<file path="src/rtl/param_stack_pkg.sv">
// Shared opcode encoding and sizing helper for the nanoRisc operand stack.
package nanorisc_stack_pkg;

    typedef enum logic [2:0] {
        OP_NOP     = 3'd0,
        OP_PUSH    = 3'd1,
        OP_POP     = 3'd2,
        OP_REPLACE = 3'd3,
        OP_DUP     = 3'd4,
        OP_SWAP    = 3'd5,
        OP_CLEAR   = 3'd6
    } stack_op_e;

    // Ceiling log2 that never returns 0, so a derived width is always a legal vector.
    function automatic int safe_clog2(input int v);
        int r;
        r = 0;
        while ((1 << r) < v) begin
            r = r + 1;
        end
        return (r < 1) ? 1 : r;
    endfunction

endpackage

</file>
<file path="src/rtl/param_stack_if.sv">
// Decode-stage to operand-stack connection: command inputs and combinational read-back.
interface param_stack_if
    import nanorisc_stack_pkg::*;
#(
    parameter int WIDTH = 8,
    parameter int DEPTH = 32
);
    localparam int CW = safe_clog2(DEPTH + 1);
    localparam int IW = safe_clog2(DEPTH);

    logic             en;
    logic [2:0]       op;
    logic [WIDTH-1:0] din;
    logic             err_clr;
    logic [IW-1:0]    peek_idx;

    logic [WIDTH-1:0] top;
    logic [WIDTH-1:0] next;
    logic [WIDTH-1:0] peek_data;
    logic             peek_valid;
    logic [CW-1:0]    count;
    logic             empty;
    logic             full;
    logic             overflow;
    logic             underflow;

    modport master (
        output en, op, din, err_clr, peek_idx,
        input  top, next, peek_data, peek_valid, count, empty, full, overflow, underflow
    );

    modport slave (
        input  en, op, din, err_clr, peek_idx,
        output top, next, peek_data, peek_valid, count, empty, full, overflow, underflow
    );

endinterface

</file>
<file path="src/rtl/param_stack.sv">
// Parametrised LIFO operand stack with peek, occupancy count and sticky error flags.
module param_stack
    import nanorisc_stack_pkg::*;
#(
    parameter int WIDTH = 8,
    parameter int DEPTH = 32
)
(
    input  logic          clk,
    input  logic          reset,
    param_stack_if.slave  bus
);
    localparam int CW = safe_clog2(DEPTH + 1);
    localparam int IW = safe_clog2(DEPTH);

    logic [WIDTH-1:0] mem_q [DEPTH];
    logic [WIDTH-1:0] mem_d [DEPTH];
    logic [CW-1:0]    count_q, count_d;
    logic             ovf_q, ovf_d;
    logic             unf_q, unf_d;

    logic             is_empty, is_full, has_two;
    logic [IW-1:0]    a_push, a_top, a_next, a_peek;
    logic [CW-1:0]    peek_ext;
    logic             peek_ok;
    logic             err_o, err_u;

    // Entry n-1 is the top; addresses are only used when the guarding count test passes.
    assign is_empty = (count_q == '0);
    assign is_full  = (count_q == CW'(DEPTH));
    assign has_two  = (count_q > CW'(1));
    assign a_push   = IW'(count_q);
    assign a_top    = IW'(count_q - CW'(1));
    assign a_next   = IW'(count_q - CW'(2));
    assign peek_ext = CW'(bus.peek_idx);
    assign peek_ok  = (peek_ext < count_q);
    assign a_peek   = IW'(count_q - CW'(1) - peek_ext);

    assign bus.top        = is_empty ? '0 : mem_q[a_top];
    assign bus.next       = has_two  ? mem_q[a_next] : '0;
    assign bus.peek_data  = peek_ok  ? mem_q[a_peek] : '0;
    assign bus.peek_valid = peek_ok;
    assign bus.count      = count_q;
    assign bus.empty      = is_empty;
    assign bus.full       = is_full;
    assign bus.overflow   = ovf_q;
    assign bus.underflow  = unf_q;

    always_comb begin
        mem_d   = mem_q;
        count_d = count_q;
        err_o   = 1'b0;
        err_u   = 1'b0;
        if (bus.en) begin
            case (stack_op_e'(bus.op))
                OP_PUSH: begin
                    if (!is_full) begin
                        mem_d[a_push] = bus.din;
                        count_d       = count_q + CW'(1);
                    end else begin
                        err_o = 1'b1;
                    end
                end
                OP_POP: begin
                    if (!is_empty) count_d = count_q - CW'(1);
                    else           err_u   = 1'b1;
                end
                OP_REPLACE: begin
                    if (!is_empty) mem_d[a_top] = bus.din;
                    else           err_u        = 1'b1;
                end
                OP_DUP: begin
                    if (is_empty) begin
                        err_u = 1'b1;
                    end else if (is_full) begin
                        err_o = 1'b1;
                    end else begin
                        mem_d[a_push] = mem_q[a_top];
                        count_d       = count_q + CW'(1);
                    end
                end
                OP_SWAP: begin
                    if (!has_two) begin
                        err_u = 1'b1;
                    end else begin
                        mem_d[a_top]  = mem_q[a_next];
                        mem_d[a_next] = mem_q[a_top];
                    end
                end
                OP_CLEAR: count_d = '0;
                default: ;
            endcase
        end
        // A fresh error outranks a simultaneous clear.
        ovf_d = (ovf_q & ~bus.err_clr) | err_o;
        unf_d = (unf_q & ~bus.err_clr) | err_u;
    end

    always_ff @(posedge clk) begin
        if (reset) begin
            count_q <= '0;
            ovf_q   <= 1'b0;
            unf_q   <= 1'b0;
        end else begin
            count_q <= count_d;
            ovf_q   <= ovf_d;
            unf_q   <= unf_d;
        end
    end

    // Storage is never reset; every read is masked by count.
    always_ff @(posedge clk) begin
        if (!reset) begin
            mem_q <= mem_d;
        end
    end

endmodule
</file>
<file path="src/flat_wrapper.sv">
// flat-port wrapper written by rule: the top's interface ports become plain ports
module param_stack_flat import nanorisc_stack_pkg::*;
#(
    parameter int WIDTH = 8,
    parameter int DEPTH = 32
)
  (clk, reset, bus_en, bus_op, bus_din, bus_err_clr, bus_peek_idx, bus_top, bus_next, bus_peek_data, bus_peek_valid, bus_count, bus_empty, bus_full, bus_overflow, bus_underflow);
  param_stack_if #(.WIDTH(WIDTH), .DEPTH(DEPTH)) bus_i ();
  input  logic clk;
  input  logic reset;
  input wire logic [$bits(bus_i.en)-1:0] bus_en;
  input wire logic [$bits(bus_i.op)-1:0] bus_op;
  input wire logic [$bits(bus_i.din)-1:0] bus_din;
  input wire logic [$bits(bus_i.err_clr)-1:0] bus_err_clr;
  input wire logic [$bits(bus_i.peek_idx)-1:0] bus_peek_idx;
  output wire logic [$bits(bus_i.top)-1:0] bus_top;
  output wire logic [$bits(bus_i.next)-1:0] bus_next;
  output wire logic [$bits(bus_i.peek_data)-1:0] bus_peek_data;
  output wire logic [$bits(bus_i.peek_valid)-1:0] bus_peek_valid;
  output wire logic [$bits(bus_i.count)-1:0] bus_count;
  output wire logic [$bits(bus_i.empty)-1:0] bus_empty;
  output wire logic [$bits(bus_i.full)-1:0] bus_full;
  output wire logic [$bits(bus_i.overflow)-1:0] bus_overflow;
  output wire logic [$bits(bus_i.underflow)-1:0] bus_underflow;
  assign bus_i.en = bus_en;
  assign bus_i.op = bus_op;
  assign bus_i.din = bus_din;
  assign bus_i.err_clr = bus_err_clr;
  assign bus_i.peek_idx = bus_peek_idx;
  assign bus_top = bus_i.top;
  assign bus_next = bus_i.next;
  assign bus_peek_data = bus_i.peek_data;
  assign bus_peek_valid = bus_i.peek_valid;
  assign bus_count = bus_i.count;
  assign bus_empty = bus_i.empty;
  assign bus_full = bus_i.full;
  assign bus_overflow = bus_i.overflow;
  assign bus_underflow = bus_i.underflow;
  param_stack #(.WIDTH(WIDTH), .DEPTH(DEPTH)) u_core (.clk(clk), .reset(reset), .bus(bus_i));
endmodule
</file>
<file path="config.mk">
export PLATFORM = sky130hd
export DESIGN_NAME = param_stack_flat
export DESIGN_NICKNAME = d
export VERILOG_FILES = /design/src/rtl/param_stack_pkg.sv /design/src/rtl/param_stack_if.sv /design/src/rtl/param_stack.sv /design/src/flat_wrapper.sv
export SDC_FILE = /design/constraint.sdc
export NUM_CORES = 2
export LEC_CHECK = 0
export ABC_AREA = 1
export CAP_MARGIN = 0
export CELL_PAD_IN_SITES_DETAIL_PLACEMENT = 1
export CELL_PAD_IN_SITES_GLOBAL_PLACEMENT = 2
export CORE_MARGIN = 2
export CORE_UTILIZATION = 36
export DETAILED_ROUTE_END_ITERATION = 7
export GPL_ROUTABILITY_DRIVEN = 0
export PLACE_DENSITY_LB_ADDON = 0.1
export SYNTH_ARGS = -nofsm -noshare
export SYNTH_HDL_FRONTEND = slang
export SYNTH_SLANG_ARGS = --single-unit
</file>
<file path="constraint.sdc">
create_clock -name clk -period 12.42 [get_ports clk]
set_input_delay 3.105 -clock clk [delete_from_list [all_inputs] [get_ports clk]]
set_output_delay 3.105 -clock clk [all_outputs]
set_load 0.05 [all_outputs]
</file>
==> run summary <==
The run finished with clean final reports. The total of endpoints with negative setup slack in the final report came out at 0. Ranked by total cell area, the synthesized netlist is headed by nand2_1 (30%), edfxtp_1 (22%), a21oi_1 (14%). The first global-routing pass estimated approximately 300000 um of wire. The power per unit of standard cell area is 135 nW/um^2.

The number of buffers inserted by post-CTS setup repair is 0. The met3 routed wirelength came out at 23300 um. The signal arrival time at the worst endpoint is 7.41 ns. At the worst endpoint, the required time is 9.31 ns. The depth of the CTS H-tree is 2. For this design the top-level I/O count stands at between 50 and 60.

The sequential share of the synthesized area came out at 0.229. The worst hold margin is 0.494 ns. Clock tree synthesis inserted a total of 40 buffers.

The most numerous cell on the critical path is o21ai_0. The worst setup path is captured at an output pin. The count of buffers inserted at the top-level ports came out at 54.

The placeable core area came out at 94700 um^2. The count of yosys warnings during synthesis is 0. The area of the die is 97700 um^2. The worst-margin pin slew is approximately 1.3 ns. The placed instance count came out at 7296.

For this block, wires on met1 add up to 86100 um. The number of max-slew violations in the final report came out at 0. The fraction of registers with async set/reset is 0. The critical-path maximum fanout came out at 47. After synthesis the netlist holds a flip-flop and latch count of 264. The number of cells in the finished layout apart from fillers is 7367.

The clock reaches the later pin of the worst-skew pair after 0.64 ns. The height of the chip is 313 um. Detailed placement finished with a half-perimeter wire length of between 100000 and 150000 um. The number of endpoints with negative hold slack in the final report is 0. The horizontal die dimension came out at 313 um. The post-cts repair resize count came out at 0. The depth of the worst register-to-register path is 9. The vias per cell came out at 6.15. The net count of the finished layout is slightly above 6000. The final critical delay including setup and external delays is 10.52 ns. The tool flagged a number of max-cap violations equal to 0.

The ratio of final minimum period to clock period came out at 0.847. The launch point of the critical path is bus_peek_idx[0]. The clock arrives with 0.0261 ns of skew.

By count the netlist is led by nand2_1 (2720), a21oi_1 (945), nand3_1 (586). The maximum ir drop on the vdd rail came out at 0.199 mV. Among all flip-flop cells after synthesis, the most frequent one is edfxtp_1.

The number of vias in the routed layout is 45300. The timing-limited maximum frequency came out at 0.0951 GHz. The tree is rooted in a clkbuf_16.

Global routing finished with a remaining overflow of 0. Walking the worst path, the cells encountered are clkdlybuf4s50_1 > ha_1 > inv_1 > fa_2 > clkinv_2 > buf_4 > o21ai_0 > o21ai_0 > nand2_1 > o21ai_0 > nand2_1 > a21oi_1 > nor2_1 > clkdlybuf4s50_1. The post-synthesis cell type count came out at 38. After clock tree synthesis, the clock-pin slew on the worst setup and hold paths is 0.05 ns. The initial DRC count came out at around 6000.

The initial core utilization is 0.362. The maximum number of pins on one net before global-route repair is about 150. The number of enable-type register cells in the synthesized netlist came out at around 260. The TritonCTS clock tree is yes. The gate count of the mapped netlist is approximately 6300.

Across every metal layer, demand over resource in global routing totals 0.414. The number of antenna violations at the first check in global routing is 3. The number of antenna-violating nets in the routed design is 0.

The amount of wire on met2 after detailed routing came out at 87900 um. The startpoint identified for the worst register-to-register timing path is u_core.bus.count[0]$_SDFFE_PP0P_. The via count of the first global-routing pass came out at roughly 42000. The startpoint identified for the worst hold timing path is u_core.bus.overflow$_SDFF_PP0_. The per-cell routed wire length is 28.4 um. In the post-synthesis netlist, the cell with the most instances is nand2_1. The clock sink total is 264. The largest total area in the synthesized netlist belongs to nand2_1. The largest single stage delay on the critical path is 0.88 ns.

The register-to-register setup slack came out at 6.13 ns. The critical path ends at bus_peek_data[1]. By startpoint and endpoint, the worst setup path is classified as primary input to output pin. The cell area that synthesis handed to floorplanning was 34300 um^2. In the final layout, the share of cells above drive strength 1 is 0.0495. The area fraction of the dominant cell type after synthesis came out at 0.298.

Routed signal wires occupy layers up through met5. The type of element launching the critical path is a primary input. The total length of routed wires came out at 210000 um. For this design, the slowest cell found on the critical path is clkdlybuf4s50_1.

The synthesized netlist net count is 6369. In the final timing run, aggregate negative setup slack is 0 ns. The longest clock path from root to sink contains 3 buffers. Setup repair after global routing left no endpoint under its margin. The relative area change from synthesis to final layout came out at 6.01%.

After detailed routing, the number of remaining DRC violations is 0. The number of search-and-repair iterations in the first detailed-routing pass is 8. The leakage power summed over all cells is 0.0167 uW. The synthesized area per cell came out at 5.41 um^2.

Measured against its own limit, the worst slew margin works out to 0.112. The row count came out at 113. The number of buffers inserted for hold repair after clock tree synthesis is 0. The tightest min-delay check is of the flop to flop type.
==> cells by family (layout without fill, tap and decap cells) <==
family                   after synthesis  count (layout)  share of synthesized area
AND/OR/NAND/NOR                     3752            3752                      0.440
AO/OA/AOI/OAI                       1415            1415                      0.209
buffers and inverters                874             645                      0.113
flip-flops                           264             264                      0.229
adder cells (fa/ha/maj)               19              19                    0.00716
XOR/XNOR                               6               6                    0.00153
other                                  0               1                          0
==> report_power, final <==
part | switching, uW | leakage (uW) | total (uW) | internal [uW]
clock | 520 | 0.000610 | 1200 | 681
combinational | 2160 | 0.0136 | 2670 | 507
sequential | 31.6 | 0.00243 | 1040 | 1010
==> how the worst min path moves through the flow <==
stage                                           end  slack (ns)  cells past startpoint
floorplan            u_core.bus.overflow$_SDFF_PP0_        0.71                      2
global placement     u_core.bus.overflow$_SDFF_PP0_        0.48                      2
detailed placement   u_core.bus.overflow$_SDFF_PP0_        0.48                      2
CTS                 u_core.bus.underflow$_SDFF_PP0_        0.50                      1
global route        u_core.bus.underflow$_SDFF_PP0_        0.53                      1
finish               u_core.bus.overflow$_SDFF_PP0_        0.49                      2
==> final cells by class <==
cell class | count | area [um^2]
tap | 1265 | 1580
fill | 13200 | 58400
timing repair buffer | 153 | 1260
clock inverter | 16 | 144
inverter | 422 | 1620
multi-input combinational | 5192 | 22800
antenna | 1 | 2.50
sequential | 264 | 7860
clock buffer | 54 | 1110
==> per-stage QoR <==
step                      power (uW)   util  worst slack (ns)  cell area (um^2)
after floorplan                 2590      -              3.57             34300
after global placement          3580  0.370              2.08             35100
after detailed placement        3600  0.370              2.05             35100
after CTS                       4790  0.384              2.02             36300
after global routing            5010  0.384              1.68             36300
final                           4910  0.384              1.90             36300
==> critical path, delay by kind of cell <==
| kind | cells | cell delay, ns |
|---|---|---|
| AO/OA/AOI/OAI | 4 | 0.47 |
| adder cells (fa/ha/maj) | 2 | 0.76 |
| buffers and inverters | 5 | 2.54 |
| AND/OR/NAND/NOR | 3 | 0.53 |
==> per-layer routing <==
metal | track usage | vias up
met1 | 0.565 | 22000
li1 | - | 20100
met5 | 0 | -
met3 | 0.0909 | 608
met2 | 0.618 | 2690
met4 | 0.200 | 2
==> cell usage in the layout (no fill, tap or decap), types with 2 or more instances in the layout <==
cell type / instances
nor2_2: 26
dfxtp_1: 6
ha_4: 2
nand2_2: 28
clkbuf_1: 11
dfxtp_4: 2
clkbuf_16: 42
xor2_1: 2
nor2_1: 365
bufinv_16: 3
nand2_1: 2704
nand4_1: 2
o21ai_1: 71
a22oi_1: 28
buf_4: 98
nand2_4: 9
edfxtp_1: 256
buf_2: 8
o21ai_0: 362
inv_1: 350
inv_8: 4
nor2_4: 25
clkdlybuf4s50_1: 46
xnor2_1: 2
clkinv_1: 36
a31oi_1: 3
inv_2: 37
nor3_1: 5
clkinv_2: 6
ha_1: 15
xnor2_2: 2
nand3_1: 586
a21oi_1: 945
(Power assumes the default switching activity.)
